`src/rtl/ifr_pkg.sv`:
```
// Shared definitions for the instruction fetch register.
// Contents: fetch FSM state enum, instruction field widths and the halt opcode.
package ifr_pkg;

  localparam int OPC_W   = 7;
  localparam int IMM_W   = 9;
  localparam int INSTR_W = 16;

  localparam logic [OPC_W-1:0] HALT_OPC = 7'h7F;

  typedef enum logic [1:0] {
    ST_IDLE   = 2'd0,
    ST_REQ    = 2'd1,
    ST_ISSUE  = 2'd2,
    ST_HALTED = 2'd3
  } ifr_state_e;

endpackage

```
`src/rtl/ifr_pc_reg.sv`:
```
// Program counter register for the fetch stage.
// Ports:
//   clk, rst_n   clock, async active-low reset (loads RESET_PC)
//   load         take load_val as the new PC (branch); wins over inc
//   load_val     branch target
//   inc          advance PC by one, wrapping modulo 2^ADDR_W
//   pc           current PC
module ifr_pc_reg #(
  parameter int                ADDR_W   = 10,
  parameter logic [ADDR_W-1:0] RESET_PC = '0
) (
  input  logic              clk,
  input  logic              rst_n,
  input  logic              load,
  input  logic [ADDR_W-1:0] load_val,
  input  logic              inc,
  output logic [ADDR_W-1:0] pc
);

  logic [ADDR_W-1:0] pc_d;
  logic [ADDR_W-1:0] pc_q;

  always_comb begin
    pc_d = pc_q;
    if (load) begin
      pc_d = load_val;
    end else if (inc) begin
      // Natural overflow of the ADDR_W-bit sum gives the wrap to 0.
      pc_d = pc_q + ADDR_W'(1);
    end
  end

  always_ff @(posedge clk or negedge rst_n) begin
    if (!rst_n) begin
      pc_q <= RESET_PC;
    end else begin
      pc_q <= pc_d;
    end
  end

  assign pc = pc_q;

endmodule

```
`src/rtl/instr_fetch_reg.sv`:
```
// Fetch stage feeding the 9-bit sign-extension stage. Requests 16-bit words
// over a req/ack handshake, latches them and splits opcode / imm9.
// Optional halt detection is enabled with the macro IFR_HALT_DETECT_EN.
// Ports:
//   clk, rst_n                     clock, async active-low reset
//   start                          leave IDLE and begin fetching
//   stall                          downstream not ready, hold instruction
//   branch_en, branch_target       PC redirect (priority over sequencing)
//   mem_req, mem_addr              registered fetch request / address (= pc)
//   mem_ack, mem_rdata             memory response
//   instr_valid, instr             latched instruction and its valid flag
//   opcode, imm9                   instr[15:9], instr[8:0]
//   pc                             address of the next fetch
//   busy                           state != IDLE
//   halted                         halt opcode consumed (0 without the feature)
//
// state     | meaning
// ----------+-------------------------------------------------------------
// ST_IDLE   | waiting for start; branch_en still loads pc
// ST_REQ    | mem_req high at mem_addr=pc, waiting for mem_ack
// ST_ISSUE  | instruction valid, held while stall=1
// ST_HALTED | halt opcode consumed; only reset leaves (feature builds only)
module instr_fetch_reg
  import ifr_pkg::*;
#(
  parameter int                ADDR_W   = 10,
  parameter logic [ADDR_W-1:0] RESET_PC = '0
) (
  input  logic               clk,
  input  logic               rst_n,
  input  logic               start,
  input  logic               stall,
  input  logic               branch_en,
  input  logic [ADDR_W-1:0]  branch_target,
  output logic               mem_req,
  output logic [ADDR_W-1:0]  mem_addr,
  input  logic               mem_ack,
  input  logic [INSTR_W-1:0] mem_rdata,
  output logic               instr_valid,
  output logic [INSTR_W-1:0] instr,
  output logic [OPC_W-1:0]   opcode,
  output logic [IMM_W-1:0]   imm9,
  output logic [ADDR_W-1:0]  pc,
  output logic               busy,
  output logic               halted
);

  ifr_state_e         state_d, state_q;
  logic [INSTR_W-1:0] instr_d, instr_q;
  logic               mem_req_d, mem_req_q;
  logic               instr_valid_d, instr_valid_q;
  logic               busy_d, busy_q;
  logic               pc_load;
  logic               pc_inc;

  ifr_pc_reg #(
    .ADDR_W   (ADDR_W),
    .RESET_PC (RESET_PC)
  ) u_pc_reg (
    .clk      (clk),
    .rst_n    (rst_n),
    .load     (pc_load),
    .load_val (branch_target),
    .inc      (pc_inc),
    .pc       (pc)
  );

  always_comb begin
    state_d = state_q;
    instr_d = instr_q;
    pc_load = 1'b0;
    pc_inc  = 1'b0;
    case (state_q)
      ST_IDLE: begin
        if (branch_en) begin
          pc_load = 1'b1;
        end
        if (start) begin
          state_d = ST_REQ;
        end
      end
      ST_REQ: begin
        // A branch coincident with ack drops the returned word.
        if (branch_en) begin
          pc_load = 1'b1;
        end else if (mem_ack) begin
          instr_d = mem_rdata;
          pc_inc  = 1'b1;
          state_d = ST_ISSUE;
        end
      end
      ST_ISSUE: begin
        if (branch_en) begin
          pc_load = 1'b1;
          state_d = ST_REQ;
        end else if (!stall) begin
`ifdef IFR_HALT_DETECT_EN
          if (instr_q[INSTR_W-1 -: OPC_W] == HALT_OPC) begin
            state_d = ST_HALTED;
          end else begin
            state_d = ST_REQ;
          end
`else
          state_d = ST_REQ;
`endif
        end
      end
`ifdef IFR_HALT_DETECT_EN
      ST_HALTED: begin
        state_d = ST_HALTED;
      end
`endif
      default: begin
        state_d = ST_IDLE;
      end
    endcase

    // Outputs are derived from the next state so they register in step with it.
    mem_req_d     = (state_d == ST_REQ);
    instr_valid_d = (state_d == ST_ISSUE);
    busy_d        = (state_d != ST_IDLE);
  end

  always_ff @(posedge clk or negedge rst_n) begin
    if (!rst_n) begin
      state_q       <= ST_IDLE;
      instr_q       <= '0;
      mem_req_q     <= 1'b0;
      instr_valid_q <= 1'b0;
      busy_q        <= 1'b0;
    end else begin
      state_q       <= state_d;
      instr_q       <= instr_d;
      mem_req_q     <= mem_req_d;
      instr_valid_q <= instr_valid_d;
      busy_q        <= busy_d;
    end
  end

`ifdef IFR_HALT_DETECT_EN
  logic halted_d, halted_q;

  assign halted_d = (state_d == ST_HALTED);

  always_ff @(posedge clk or negedge rst_n) begin
    if (!rst_n) begin
      halted_q <= 1'b0;
    end else begin
      halted_q <= halted_d;
    end
  end

  assign halted = halted_q;
`else
  assign halted = 1'b0;
`endif

  assign mem_req     = mem_req_q;
  assign mem_addr    = pc;
  assign instr_valid = instr_valid_q;
  assign instr       = instr_q;
  assign opcode      = instr_q[INSTR_W-1 -: OPC_W];
  assign imm9        = instr_q[IMM_W-1:0];
  assign busy        = busy_q;

endmodule

```
`config.mk`:
```
export PLATFORM = sky130hd
export DESIGN_NAME = instr_fetch_reg
export DESIGN_NICKNAME = d
export VERILOG_FILES = /design/src/rtl/ifr_pkg.sv /design/src/rtl/ifr_pc_reg.sv /design/src/rtl/instr_fetch_reg.sv
export SDC_FILE = /design/constraint.sdc
export NUM_CORES = 1
export LEC_CHECK = 0
export CAP_MARGIN = 20
export CORE_ASPECT_RATIO = 0.6
export CORE_MARGIN = 2
export CORE_UTILIZATION = 55
export CTS_BUF_LIST = sky130_fd_sc_hd__clkbuf_4
export CTS_CLUSTER_DIAMETER = 50
export CTS_CLUSTER_SIZE = 12
export DETAILED_ROUTE_END_ITERATION = 16
export DONT_BUFFER_PORTS = 1
export PLACE_DENSITY = 0.77
export SLEW_MARGIN = 20
export SYNTH_ARGS = -nofsm -noshare
export SYNTH_HDL_FRONTEND = slang
export SYNTH_SLANG_ARGS = --single-unit
```
`constraint.sdc`:
```
create_clock -name clk -period 3.2 [get_ports clk]
set_input_delay 0.16 -clock clk [delete_from_list [all_inputs] [get_ports clk]]
set_output_delay 0.16 -clock clk [all_outputs]
set_load 0.05 [all_outputs]
```
[After elaboration in Yosys (flattened, before gate mapping)]
Cells that the tools add are included.
Word-level totals
  flip-flop bits (word level): 31
  output and inout bits: 56
  logic and storage cells: 30
Operators by class
  add/subtract/negate cells: 1
  equal/unequal tests: 4
  multiplexer cells: 13
  bitwise gates (word level): 1
  reductions and logical operators: 5
Operators by type and width (number)
  10-bit two-way mux: 2
  10-bit by 1-bit adder with 10-bit output (second input constant): 1
  2-bit two-way mux: 5
  2-bit one-hot mux with 3 select lines: 1
  1-bit two-way mux: 5
  2-bit by 1-bit == test with 1-bit output (second input constant): 2
  2-bit == test (second input constant): 2
  2-bit nonzero test: 2
  3-bit AND reduction: 1
  3-bit OR reduction: 1
  2-bit logical NOT: 1
  1-bit inverter: 1

[Logic depth before layout (Yosys ltp)]
  word-level depth: 5
  gate-level depth with buffers: 6

[Modules after synthesis]
Synthesis repeated with hierarchy kept, for this count alone.
Unflattened totals
  cells, all modules: 142
  area, all modules: 1629.1 µm²
By module, submodules not included
  instr_fetch_reg: instances 1, cells each 81, area each 1062.3 µm², seq. area each 525.5 µm²
  ifr_pc_reg: instances 1, cells each 61, area each 566.8 µm², seq. area each 250.2 µm²

[Worst setup path before layout]
OpenSTA, ideal clock, no wires.
  path type: flip-flop to flip-flop
  start: register u_pc_reg.pc_q[0], in the netlist u_pc_reg.pc[0]
  end: register u_pc_reg.pc_q[6], in the netlist u_pc_reg.pc[6]
  setup time: 0.126 ns
  arrival: 1.565 ns
  data required time: 3.074 ns
  setup slack: 1.509 ns
  cell stages (with the launch flop): 6
  path buffers: 0
  clock period less this slack: 1.691 ns
  cells stage by stage: dfrtp_1 ha_1 nand2_1 o21ai_0 o21ai_1 a221o_1
On the way
  cells in the longest elaborated chain, start to end: 3
Ends and longest elaborated chain
  start, declared: RTL line ifr_pc_reg.sv:21  | logic [ADDR_W-1:0] pc_q;
  start signal, assigned: RTL line ifr_pc_reg.sv:37  | pc_q <= pc_d;
  10-bit by 1-bit adder with 10-bit output: RTL line ifr_pc_reg.sv:29  | pc_d = pc_q + ADDR_W'(1);
  10-bit two-way mux: RTL line ifr_pc_reg.sv:27  | end else if (inc) begin
  10-bit two-way mux: RTL line ifr_pc_reg.sv:25  | if (load) begin
Every way passes these cells. The select of a mux whose other input is x is not followed.
A chain may end at the register's enable or synchronous reset.

[Final worst setup path]
  start: register u_pc_reg.pc_q[0], in the netlist u_pc_reg.pc[0]
  end: register u_pc_reg.pc_q[5], in the netlist u_pc_reg.pc[5]
The elaborated chain is that of the path after synthesis.

==> metrics.md <==
| Metric | Value |
|---|---|
| Total number of yosys warnings | 0 |
| Cell Int Power | 735 uW |
| GRT Residual Overflow | 0 |
| CP Class | reg -> reg |
| Avg Cell Area, Syn | 9.16 um^2 |
| Status | finished, final reports clean |
| Antenna-violating nets left | 0 |
| Final setup skew | 0.00310 ns |
| Core Box Area | 2820 um^2 |
| First-pass GRT wire length | 5490 um |
| Library cells used by synthesis | 31 |
| Top cell type's share of synthesized area | 0.487 |
| Max VDD drop | 0.497 mV |
| Via count | 1197 |
| Total CTS buffers | 5 |
| Final core occ | 0.635 |
| Seq pwr share | 0.668 |
| Die Ht | 45.7 um |
| CP Max Fanout | 4 |
| Sw frac | 0.627 |
| Overall global routing resource usage | 0.225 |
| Post-synthesis register bit count | 31 |
| FFs w/ async S/R, synth | 1.00 |
| Tmin final | 1.90 ns |
| Synth top area cells | dfrtp_1 49%, nand2_1 14%, buf_4 13% |
| Fillers | 236 |
| Initial Util | 0.566 |
| Switching pwr | 1240 uW |
| Slew headroom | 0.316 |
| Post-cts resize count | 0 |
| DP Worst Slack | 1.33 ns |
| Crit path DAT | 2.13 ns |
| Largest net degree at the start of global routing | 32 |
| CP Capture Type | register |
| HPWL after detailed placement | 2240 um |
| Area occupied by multi-input gates | 572 um^2 |
| EDFF count, synth | 0 |
| Post-Route WL | 3510 um |
| CTS max path bufs | 2 |
| Net count after synthesis | 207 |
| Ant diodes | 0 |
| Seq/Total Area, Yosys | 0.487 |
| Syn Inst Count | 174 |
| Vias per cell | 5.52 |
| Root Driver | clkbuf_4 |
| Leakage dissipation | 0.000830 uW |
| Dominant cell type by area after synthesis | dfrtp_1 |
| Fmax | 527 MHz |
| DRC errors left | 0 |
| Number of buffers added on ports | 0 |
| DRT Pass-1 Iters | 4 |
| Worst-Skew Late Latency | 0.32 ns |
| Top-count cell post-synth | nand2_1 |
| Setup total negative slack | 0 ns |
| Total power | 1970 uW |
| Max cap viols | 0 |
| Post-Syn Area | 1590 um^2 |
| Slew Viols, Final | 0 |
| Die X | 73.5 um |
| CTS Hold Buffers Added | 25 |
| FF/Latch Area | 776 um^2 |
| Startpoint Class | register |
| Tcrit/Tclk final | 0.593 |
| Layout cells sized above 1 | 0.131 |
| # H-tree levels | 2 |
| Worst min-delay path class | in -> reg |
| RSZ-0062 raised after global routing | no |
| Boundary Pins | 88 |
| Worst-margin pin slew | 1.03 ns |
| Initial DRC count | 82 |
| Final Hold Vio Count | 0 |
| Postcts setup bufs | 0 |
| Clock Power Share | 0.118 |
| TritonCTS clock tree | done |
| Sink Count | 31 |
| Commonest cells post-synth | 58 x nand2_1, 31 x dfrtp_1, 28 x buf_4 |
| Worst-path clk slew | 0.10 ns |
| Vias in the first global route | 1216 |
| Number of setup violations in the final report | 0 |
| Die ar. | 3360 um^2 |
| Cell Pwr Density | 1100 nW/um^2 |
| Synth Flop Type | dfrtp_1 |
| Initial antenna violation count | 0 |
| DR WL/cell | 16.2 um |
| Area Overhead vs Synth | 12.1% |
| Row count | 15 |
| Combinational share of power | 0.213 |
| Final #Nets | 215 |
| Setup slack after layout | 1.30 ns |
| GPL Wtd Cong | 0.764 |
| Worst EP required | 3.44 ns |
==> cell type report <==
| type | instances | area share |
|---|---|---|
| clock buffers | 7 | 0.0294 |
| well taps | 34 | 0.0238 |
| inverters | 3 | 0.00630 |
| repair buffers | 34 | 0.183 |
| clock inverters | 1 | 0.00280 |
| multi-input cells | 107 | 0.320 |
| flip-flops and latches | 31 | 0.434 |
==> cell families after synthesis <==
group           count (synthesis)  share of synthesized area
xor+xnor                        5                     0.0275
simple gates                   80                      0.239
other cells                     1                    0.00235
buf+inv                        36                      0.155
fa+ha+maj                       1                    0.00785
flops                          31                      0.487
compound gates                 20                     0.0824
==> stage by stage <==
step           hold slack (ns)  area (um^2)  std cells
2_1_floorplan           -0.136         1590        174
3_3_place_gp            -0.135         1470        184
3_5_place_dp            -0.135         1470        184
4_1_cts                0.00752         1790        217
5_1_grt                 0.0137         1790        217
6_report                0.0167         1790        217
==> per-layer routing <==
layer	part of all wire	up-vias	global-route usage
li1	-	559	-
met1	0.41	580	0.239
met2	0.49	49	0.388
met3	0.084	9	0.106
met4	0.015	0	0.105
met5	0	-	0
==> flip-flops by register name, summed over array words and instances (netlist names) <==
| signal | count |
|---|---|
| instr | 16 |
| u_pc_reg.pc | 10 |
| state_q | 2 |
| busy | 1 |
| instr_valid | 1 |
| mem_req | 1 |
==> cells in the final DEF (no fill, tap or decap), drive strengths merged <==
| cell | netlist | layout |
|---|---|---|
| nand4bb | 1 | 1 |
| o21a | 1 | 1 |
| nor3b | 1 | 1 |
| a21o | 1 | 1 |
| nor4 | 4 | 4 |
| or2 | 1 | 1 |
| nand3b | 1 | 1 |
| nand4 | 2 | 2 |
| conb | 1 | 1 |
| buf | 33 | 10 |
| o32ai | 1 | 1 |
| xnor2 | 4 | 4 |
| o21bai | 1 | 1 |
| dfrtp | 31 | 31 |
| clkbuf | 0 | 7 |
| clkinv | 0 | 1 |
| o22ai | 1 | 1 |
| a21boi | 1 | 1 |
| a21oi | 5 | 5 |
| ha | 1 | 1 |
| o21ai | 5 | 5 |
| dlygate4sd3 | 0 | 24 |
| and4bb | 1 | 1 |
| a22oi | 1 | 1 |
| a221o | 2 | 2 |
| nor2 | 8 | 8 |
| xor2 | 1 | 1 |
| inv | 3 | 3 |
| a311oi | 1 | 1 |
| nand3 | 3 | 3 |
| nand2 | 58 | 58 |
==> power by group through the flow <==
stage	sequential [uW]	clock (uW)	combinational (uW)
floorplan	1040	0	741
global placement	1320	0	369
detailed placement	1330	0	386
CTS	1320	238	422
global route	1340	257	462
finish	1320	233	421
==> critical path: stages (launching register included) <==
cell	delay (ns)
dfrtp_1	0.69
buf_4	0.32
nand3_1	0.17
nor2_1	0.26
a311oi_1	0.14
nor3b_1	0.23
==> worst paths after layout <==
path | startpoint | endpoint | slack [ns] | cells past startpoint
setup reg to reg | u_pc_reg.pc[0] | u_pc_reg.pc[5] | 1.30 | 5
hold / removal | branch_target[9] | u_pc_reg.pc[9] | 0.02 | 2
hold reg to reg | state_q[0] | mem_req | 0.67 | 1
setup / recovery | u_pc_reg.pc[0] | u_pc_reg.pc[5] | 1.30 | 5
min in group asynchronous | rst_n | instr_valid | 0.27 | 2
max in group asynchronous | rst_n | instr[4] | 2.76 | 2
No activity file was read; power rests on OpenSTA's default activity.
